## config.mk

```make
export PLATFORM = sky130hd
export DESIGN_NAME = arb_requester_flat
export DESIGN_NICKNAME = d
export VERILOG_FILES = /design/src/rtl/arb_requester_if.sv /design/src/rtl/arb_requester.sv /design/src/flat_wrapper.sv
export SDC_FILE = /design/constraint.sdc
export NUM_CORES = 1
export LEC_CHECK = 0
export ABC_AREA = 0
export CAP_MARGIN = 20
export CORE_MARGIN = 2
export CORE_UTILIZATION = 55
export DETAILED_ROUTE_END_ITERATION = 6
export PLACE_DENSITY = 0.81
export SYNTH_ARGS = -nofsm -noshare
export SYNTH_HDL_FRONTEND = slang
export SYNTH_SLANG_ARGS = --single-unit
```

## constraint.sdc

```tcl
create_clock -name clock -period 4.6 [get_ports clock]
set_clock_uncertainty 0.05 [all_clocks]
set_input_delay 0.46 -clock clock [delete_from_list [all_inputs] [get_ports clock]]
set_output_delay 0.46 -clock clock [all_outputs]
set_load 0.01 [all_outputs]
```

## src/rtl/arb_requester_if.sv

```systemverilog
// Command and arbiter req/gnt bundle for one requesting agent.
// master is the requester side; slave is the local datapath plus arbiter.
interface arb_requester_if #(
    parameter int LEN_W = 4
);
    logic             cmd_valid;
    logic             cmd_ready;
    logic [LEN_W-1:0] cmd_len;
    logic             gnt;
    logic             req;
    logic             beat;
    logic             busy;
    logic             done;
    logic             timeout;
    logic             abort;

    modport master (
        input  cmd_valid, cmd_len, gnt,
        output cmd_ready, req, beat, busy, done, timeout, abort
    );

    modport slave (
        output cmd_valid, cmd_len, gnt,
        input  cmd_ready, req, beat, busy, done, timeout, abort
    );
endinterface

```

## src/rtl/arb_requester.sv

```systemverilog
// Requester end of a req/gnt arbiter: takes a burst command, requests, strobes cmd_len+1 beats.
// Outputs are registered one edge after the deciding gnt sample; new commands are held off until gnt is seen low.
module arb_requester #(
    parameter int LEN_W   = 4,
    parameter int TIMEOUT = 16,
    parameter int TO_W    = 5
) (
    input logic            clock,
    input logic            reset,
    arb_requester_if.master bus
);
    typedef enum logic [1:0] {
        IDLE,
        REQ,
        XFER,
        RELEASE
    } state_t;

    localparam logic [TO_W-1:0] WAIT_LAST = TO_W'(TIMEOUT - 1);

    state_t           state;
    logic [LEN_W-1:0] beat_cnt;
    logic [TO_W-1:0]  wait_cnt;
    logic             req_q;
    logic             beat_q;
    logic             busy_q;
    logic             done_q;
    logic             timeout_q;
    logic             abort_q;

    always_ff @(posedge clock or negedge reset) begin
        if (!reset) begin
            state     <= IDLE;
            beat_cnt  <= '0;
            wait_cnt  <= '0;
            req_q     <= 1'b0;
            beat_q    <= 1'b0;
            busy_q    <= 1'b0;
            done_q    <= 1'b0;
            timeout_q <= 1'b0;
            abort_q   <= 1'b0;
        end else begin
            done_q    <= 1'b0;
            timeout_q <= 1'b0;
            abort_q   <= 1'b0;
            case (state)
                IDLE: begin
                    if (bus.cmd_valid) begin
                        beat_cnt <= bus.cmd_len;
                        wait_cnt <= '0;
                        req_q    <= 1'b1;
                        busy_q   <= 1'b1;
                        state    <= REQ;
                    end
                end
                REQ: begin
                    // A grant on the limit cycle still wins over the timeout.
                    if (bus.gnt) begin
                        beat_q <= 1'b1;
                        state  <= XFER;
                    end else if (wait_cnt == WAIT_LAST) begin
                        req_q     <= 1'b0;
                        timeout_q <= 1'b1;
                        state     <= RELEASE;
                    end else begin
                        wait_cnt <= wait_cnt + TO_W'(1);
                    end
                end
                XFER: begin
                    if (!bus.gnt) begin
                        req_q   <= 1'b0;
                        beat_q  <= 1'b0;
                        abort_q <= 1'b1;
                        state   <= RELEASE;
                    end else if (beat_cnt == '0) begin
                        req_q  <= 1'b0;
                        beat_q <= 1'b0;
                        done_q <= 1'b1;
                        state  <= RELEASE;
                    end else begin
                        beat_cnt <= beat_cnt - LEN_W'(1);
                    end
                end
                RELEASE: begin
                    // Absorb the arbiter's trailing or late grant before taking new work.
                    if (!bus.gnt) begin
                        busy_q <= 1'b0;
                        state  <= IDLE;
                    end
                end
                default: state <= IDLE;
            endcase
        end
    end

    assign bus.cmd_ready = (state == IDLE);
    assign bus.req       = req_q;
    assign bus.beat      = beat_q;
    assign bus.busy      = busy_q;
    assign bus.done      = done_q;
    assign bus.timeout   = timeout_q;
    assign bus.abort     = abort_q;
endmodule
```

## src/flat_wrapper.sv

```systemverilog
// flat-port wrapper written by rule: the top's interface ports become plain ports
module arb_requester_flat 
#(
    parameter int LEN_W   = 4,
    parameter int TIMEOUT = 16,
    parameter int TO_W    = 5
)
  (clock, reset, bus_cmd_valid, bus_cmd_len, bus_gnt, bus_cmd_ready, bus_req, bus_beat, bus_busy, bus_done, bus_timeout, bus_abort);
  arb_requester_if #(.LEN_W(LEN_W)) bus_i ();
  input logic clock;
  input logic reset;
  input wire logic [$bits(bus_i.cmd_valid)-1:0] bus_cmd_valid;
  input wire logic [$bits(bus_i.cmd_len)-1:0] bus_cmd_len;
  input wire logic [$bits(bus_i.gnt)-1:0] bus_gnt;
  output wire logic [$bits(bus_i.cmd_ready)-1:0] bus_cmd_ready;
  output wire logic [$bits(bus_i.req)-1:0] bus_req;
  output wire logic [$bits(bus_i.beat)-1:0] bus_beat;
  output wire logic [$bits(bus_i.busy)-1:0] bus_busy;
  output wire logic [$bits(bus_i.done)-1:0] bus_done;
  output wire logic [$bits(bus_i.timeout)-1:0] bus_timeout;
  output wire logic [$bits(bus_i.abort)-1:0] bus_abort;
  assign bus_i.cmd_valid = bus_cmd_valid;
  assign bus_i.cmd_len = bus_cmd_len;
  assign bus_i.gnt = bus_gnt;
  assign bus_cmd_ready = bus_i.cmd_ready;
  assign bus_req = bus_i.req;
  assign bus_beat = bus_i.beat;
  assign bus_busy = bus_i.busy;
  assign bus_done = bus_i.done;
  assign bus_timeout = bus_i.timeout;
  assign bus_abort = bus_i.abort;
  arb_requester #(.LEN_W(LEN_W), .TIMEOUT(TIMEOUT), .TO_W(TO_W)) u_core (.clock(clock), .reset(reset), .bus(bus_i));
endmodule
```

### Word level (Yosys, flattened, before mapping)

Index checks and enable logic that the tools add are counted.

* register bits: 17
* input port bits: 8
* output and inout port bits: 7
* word-level logic and storage cells: 71

* add/subtract/negate cells: 2
* eq/ne operators: 14
* mux-type cells: 33
* reduce and logical (&&, ||, !) cells: 13

Operators by type and width (number)
* 2-to-1 mux 1 bit: 15
* 2-to-1 mux 5 bit: 3
* inequality test 2 bit (second input constant): 7
* 2-to-1 mux 2 bit: 6
* 2-to-1 mux 4 bit: 3
* AND reduction 4 bit: 3
* one-hot mux 5 bit (2 select lines): 1
* one-hot mux 2 bit (4 select lines): 1
* one-hot mux 4 bit (2 select lines): 1
* nonzero test 2 bit: 4
* inequality test 3 x 2 -> 1 bit (second input constant): 2
* AND reduction 3 bit: 2
* adder 5 x 1 -> 5 bit (second input constant): 1
* == test 5 x 4 -> 1 bit (second input constant): 1
* AND reduction 5 bit: 1
* == test 2 bit (second input constant): 2
* logical NOT 4 bit: 1
* one-hot mux 1 bit (2 select lines): 2
* subtractor 4 x 1 -> 4 bit (second input constant): 1
* one-hot mux 1 bit (3 select lines): 1
* nonzero test 3 bit: 1
* == test 2 x 1 -> 1 bit (second input constant): 1
* logical NOT 2 bit: 1
* inequality test 2 x 1 -> 1 bit (second input constant): 1

### Longest topological paths before layout

* depth in word-level cells: 4
* gate-level depth with buffers: 7
* mapped depth without buffers: 7

### Least setup slack after synthesis

Ideal clock, no wire load.

* path kind: reg-to-reg
* start: register u_core.state[0]
* end: register u_core.beat_cnt[0]
* library setup time: 0.087 ns
* arrival: 1.925 ns
* required time: 4.463 ns
* path slack: 2.538 ns
* cell stages (with the launch flop): 8
* path buffers: 1
* clock period less this slack: 2.062 ns
* path through: dfrtp_1 -> inv_1 -> ha_1 -> and2b_4 -> or3_1 -> clkbuf_2 -> or4b_1 -> o211ai_1

* word-level cells in the longest chain between the ends: 3
* elaborated cells on any way between the ends: 8
* those cells by class: eq/ne: 4; mux: 1; reduce/logical: 3

Ends and longest elaborated chain
* start: declaration: RTL line arb_requester.sv:21 `state_t state;`
* start signal: assignment: RTL line arb_requester.sv:33 `state <= IDLE;`
* start signal: assignment: RTL line arb_requester.sv:53 `state <= REQ;`
* start signal: assignment: RTL line arb_requester.sv:60 `state <= XFER;`
* logical NOT 2 bit *
* named net bus_cmd_ready: RTL line flat_wrapper.sv:15 `output wire logic [$bits(bus_i.cmd_ready)-1:0] bus_cmd_ready;`
* inequality test 2 bit (no source line) / nonzero test 2 bit (equally long branches)
* AND reduction 4 bit (no source line)
* end signal: assignment: RTL line arb_requester.sv:49 `beat_cnt <= bus.cmd_len;`
* end signal: assignment: RTL line arb_requester.sv:81 `beat_cnt <= beat_cnt - LEN_W'(1);`
* end: declaration: RTL line arb_requester.sv:22 `logic [LEN_W-1:0] beat_cnt;`

The timed path passes the listed nets; every way through them passes the cells marked *.
A chain may end at the register's enable or synchronous reset.

### Worst setup path in the final report

* start: register u_core.state[0]
* end: register u_core.beat_cnt[0]

* word-level cells in the longest chain between the ends: 3
* elaborated cells on any way between the ends: 8
* those cells by class: eq/ne: 4; mux: 1; reduce/logical: 3

Ends and longest elaborated chain
* == test 2 bit / logical NOT 2 bit (equally long branches): RTL line arb_requester.sv:46 `case (state)`
* inequality test 2 bit (no source line) / nonzero test 2 bit (equally long branches)
* AND reduction 4 bit (no source line)

Parallel ways exist; a longest one is shown, timed or not.

==> metrics.log <==
[metrics] outcome: finished, final reports clean
[metrics] switching share of power: roughly two fifths
[metrics] pin count of the biggest net entering global routing: 18
[metrics] HPWL after DPL: around 1.5 mm
[metrics] count of different cell masters after synthesis: 35
[metrics] initial standard-cell utilization of the core: about three fifths
[metrics] required arrival time at the worst endpoint: roughly 4.8 ns
[metrics] cts bufs inserted: 3
[metrics] transition time of the tightest slew-check pin: approximately 0.78 ns
[metrics] Pwr per Cell Area: between 500 and 600 nW/um^2
[metrics] proportion of power drawn by combinational gates: 53.3%
[metrics] WL per Instance: between 10 and 15 um
[metrics] largest fanout of any net on the critical path: 15
[metrics] cell types occupying the most area after synthesis: dfrtp_1 43%, ha_1 8.8%, inv_1 4.1%
[metrics] met2 routed WL: about 920 um
[metrics] Worst Hold Margin: around 0.48 ns
[metrics] Synth Instances: about 100
[metrics] share of the clock period used by the worst path: about half
[metrics] post-CTS clock slew at the launch and capture registers of the worst setup and hold paths: around 0.1 ns
[metrics] gr usage total: 20.55%
[metrics] H-tree lvl count: 1
[metrics] first-pass GRT wire length: between 3 and 4 mm
[metrics] Arr. time, crit path: approximately 2.5 ns
[metrics] Die Area: approximately 2200 sq um
[metrics] start-to-end type of the worst setup path: reg2reg
[metrics] multi-input logic area: 514.2 sq um
[metrics] post-synth top area share: 42.66%
[metrics] most frequently used cell type in the post-synthesis netlist: dfrtp_1
[metrics] synthesized area per cell: 9.589 sq um
[metrics] worst min-delay path category: reg2reg
[metrics] met1 wire length: approximately 930 um
[metrics] Slew Limit Headroom: about half
[metrics] number of buffers between clock root and the deepest sink: 2
[metrics] RSZ-0062 raised after global routing: no
[metrics] antenna fix cells: 0
[metrics] maximum vdd ir drop: roughly 0.00042 V
[metrics] primary flip-flop cell chosen by synthesis mapping: dfrtp_1
[metrics] number of flops mapped to enable cells by yosys: 0
[metrics] total power consumption of the routed design: between 0.7 and 0.8 mW
[metrics] number of endpoints with negative hold slack in the final report: 0
[metrics] fraction of registers with async set/reset: 100.0%
[metrics] number of fill cells: 140
[metrics] R2R Setup Slk: 2.28 ns
[metrics] CTS Root Buffer Type: clkbuf_4
[metrics] proportion of power drawn by the clock network: 11.2%
[metrics] net count after synthesis: 119
[metrics] most instantiated cells after synthesis: 17 x dfrtp_1, 11 x inv_1, 9 x nor2_1
[metrics] # DRC: 0
[metrics] number of hold buffers added after cts: 0
[metrics] row count: 15
[metrics] boundary pin count: 15
[metrics] met3 routed wirelength: between 50 and 60 um
[metrics] cell-internal power: between 0.4 and 0.5 mW
[metrics] later-pin clock latency in the skew report: between 0.2 and 0.3 ns
[metrics] Reg power frac: a little over a third
[metrics] cell area after technology mapping: about 1000 sq um
[metrics] Setup Viol. Count Final: 0
[metrics] count of nets left with antenna violations after detail routing: 0
[metrics] FF/Latch Area: approximately 430 sq um
[metrics] gr ovfl total: 0
[metrics] Syn-to-layout area delta: 18.32%
[metrics] element type at the critical path start: flop
[metrics] total number of vias: ~800
[metrics] Resize count post-CTS: 0
[metrics] Min Clock Period, post-route: between 2 and 2.5 ns
[metrics] antenna violations before repair: 0
[metrics] non-filler instance count after layout: around 140
[metrics] RD Place Congestion: roughly 0.9
[metrics] number of vias per cell: ~5.5
[metrics] clock tree from TritonCTS: yes
[metrics] area of the placeable core: roughly 1700 sq um
[metrics] nets: approximately 140
[metrics] port buffer count: 14
[metrics] Min-Delay Path Depth: 1
[metrics] detailed-router iteration count before antenna repair: 4
[metrics] total placed cells including tap cells: 140
[metrics] max layer used: met4
[metrics] CTS sink count: 17
[metrics] max-cap violation count: 0
[metrics] share of synthesized area occupied by flip-flops and latches: a little over two fifths
[metrics] leakage power summed over all cells: ~0.53 nW
[metrics] share of layout cells above drive strength 1: under 10%
[metrics] drt first-iter violations: 14
[metrics] total of flip-flops plus latches after synthesis: 17
[metrics] worst-case reg-to-reg path depth: 6
[metrics] max-slew violation total from the final report: 0
[metrics] Total Neg Setup Slack: 0 ns
[metrics] Net Switching: just under 0.3 mW
[metrics] Horiz. Die Dim: between 40 and 50 um
[metrics] Synth Warn #: 0
[metrics] Fmax achieved: approximately 430 MHz
[metrics] cell type contributing the most total cell area after synthesis: dfrtp_1
[metrics] kind of end point of the critical path: flop
[metrics] setup repair bufs after CTS: 0
[metrics] number of global-route vias before repair: 737
[metrics] post-detailed-routing wire length: 1.913 mm
[metrics] Die H: between 40 and 50 um
-- cells in the final DEF (no fill, tap or decap) --
master | synthesis | routed
and3_1 | 1 | 1
a21oi_1 | 5 | 5
a22o_1 | 1 | 1
dfrtp_1 | 17 | 17
o211ai_1 | 3 | 3
nor2b_1 | 4 | 4
and2_1 | 1 | 1
and2b_4 | 1 | 1
nor4b_1 | 1 | 1
o31ai_1 | 2 | 2
clkinv_2 | 0 | 1
or3b_2 | 1 | 1
inv_1 | 11 | 11
o21ai_0 | 8 | 8
nor3b_1 | 2 | 2
ha_1 | 7 | 7
a41o_1 | 1 | 1
nor2_1 | 9 | 9
a221o_1 | 1 | 1
a211oi_1 | 2 | 2
nand3_1 | 2 | 2
nor3_1 | 1 | 1
nand2_1 | 2 | 2
or3_1 | 1 | 1
a21o_1 | 1 | 1
or4_1 | 1 | 1
nor4_1 | 1 | 1
mux2i_1 | 4 | 4
nand2b_1 | 4 | 4
clkdlybuf4s50_1 | 0 | 14
clkbuf_4 | 0 | 3
xnor2_1 | 2 | 2
mux2_2 | 1 | 1
or4b_1 | 1 | 1
a31oi_1 | 2 | 2
-- power groups by stage --
| stage | Combinational [mW] | Sequential (mW) | Clock, mW |
|---|---|---|---|
| after detailed placement | 0.377 | 0.252 | 0 |
| after global routing | 0.413 | 0.255 | 0.0875 |
| final | 0.375 | 0.250 | 0.0790 |
| after floorplan | 0.271 | 0.248 | 0 |
| after CTS | 0.378 | 0.250 | 0.0821 |
| after global placement | 0.361 | 0.250 | 0 |
-- final timing paths --
| path | startpoint | end |
|---|---|---|
| worst max-delay path | u_core.state[0] | u_core.beat_cnt[0] |
| worst min-delay path | u_core.state[0] | u_core.state[0] |
| worst max register to register | u_core.state[0] | u_core.beat_cnt[0] |
| worst min register to register | u_core.state[0] | u_core.state[0] |
| max in group asynchronous | reset | u_core.bus.done |
| min in group asynchronous | reset | u_core.wait_cnt[2] |
-- flip-flops by register name, summed over array words and instances (netlist names) --
register,count
u_core.bus.req,1
u_core.bus.timeout,1
u_core.state,2
u_core.bus.abort,1
u_core.bus.beat,1
u_core.bus.busy,1
u_core.beat_cnt,4
u_core.bus.done,1
u_core.wait_cnt,5
-- layer usage --
metal	global-route usage (%)	vias to the layer above
li1	-	397
met1	27.01	386
met2	31.67	10
met3	4.706	2
met4	9.714	0
met5	0	-
-- critical path, stage by stage (launching register included) --
cell and delay (ns):
dfrtp_1 0.41, inv_1 0.09, ha_1 0.36, nor2b_1 0.22
or3_1 0.49, or4b_1 0.51, o211ai_1 0.11
-- metrics by stage --
stage	setup WS (ns)	instance area (sq um)	utilization [%]
floorplan	2.538	997.2	-
global placement	2.250	1152	67.47
detailed placement	2.160	1152	67.47
CTS	2.292	1180	69.08
global route	2.191	1180	69.08
finish	2.284	1180	69.08
-- cell families after synthesis --
kind of cell	Yosys count	share of synthesized area (%)
xor+xnor	2	1.757
simple gates	33	19.20
buf+inv	14	5.771
compound gates	26	16.69
flops	17	42.66
mux	5	5.144
fa+ha+maj	7	8.783
-- cell type report --
class	instances	share of cell area, %
multi-input combinational	73	43.58
clock buffer	3	1.909
sequential	17	36.06
tap	25	2.651
inverter	11	3.499
clock inverter	1	0.4242
timing repair buffer	14	11.88
(Power assumes the default switching activity.)
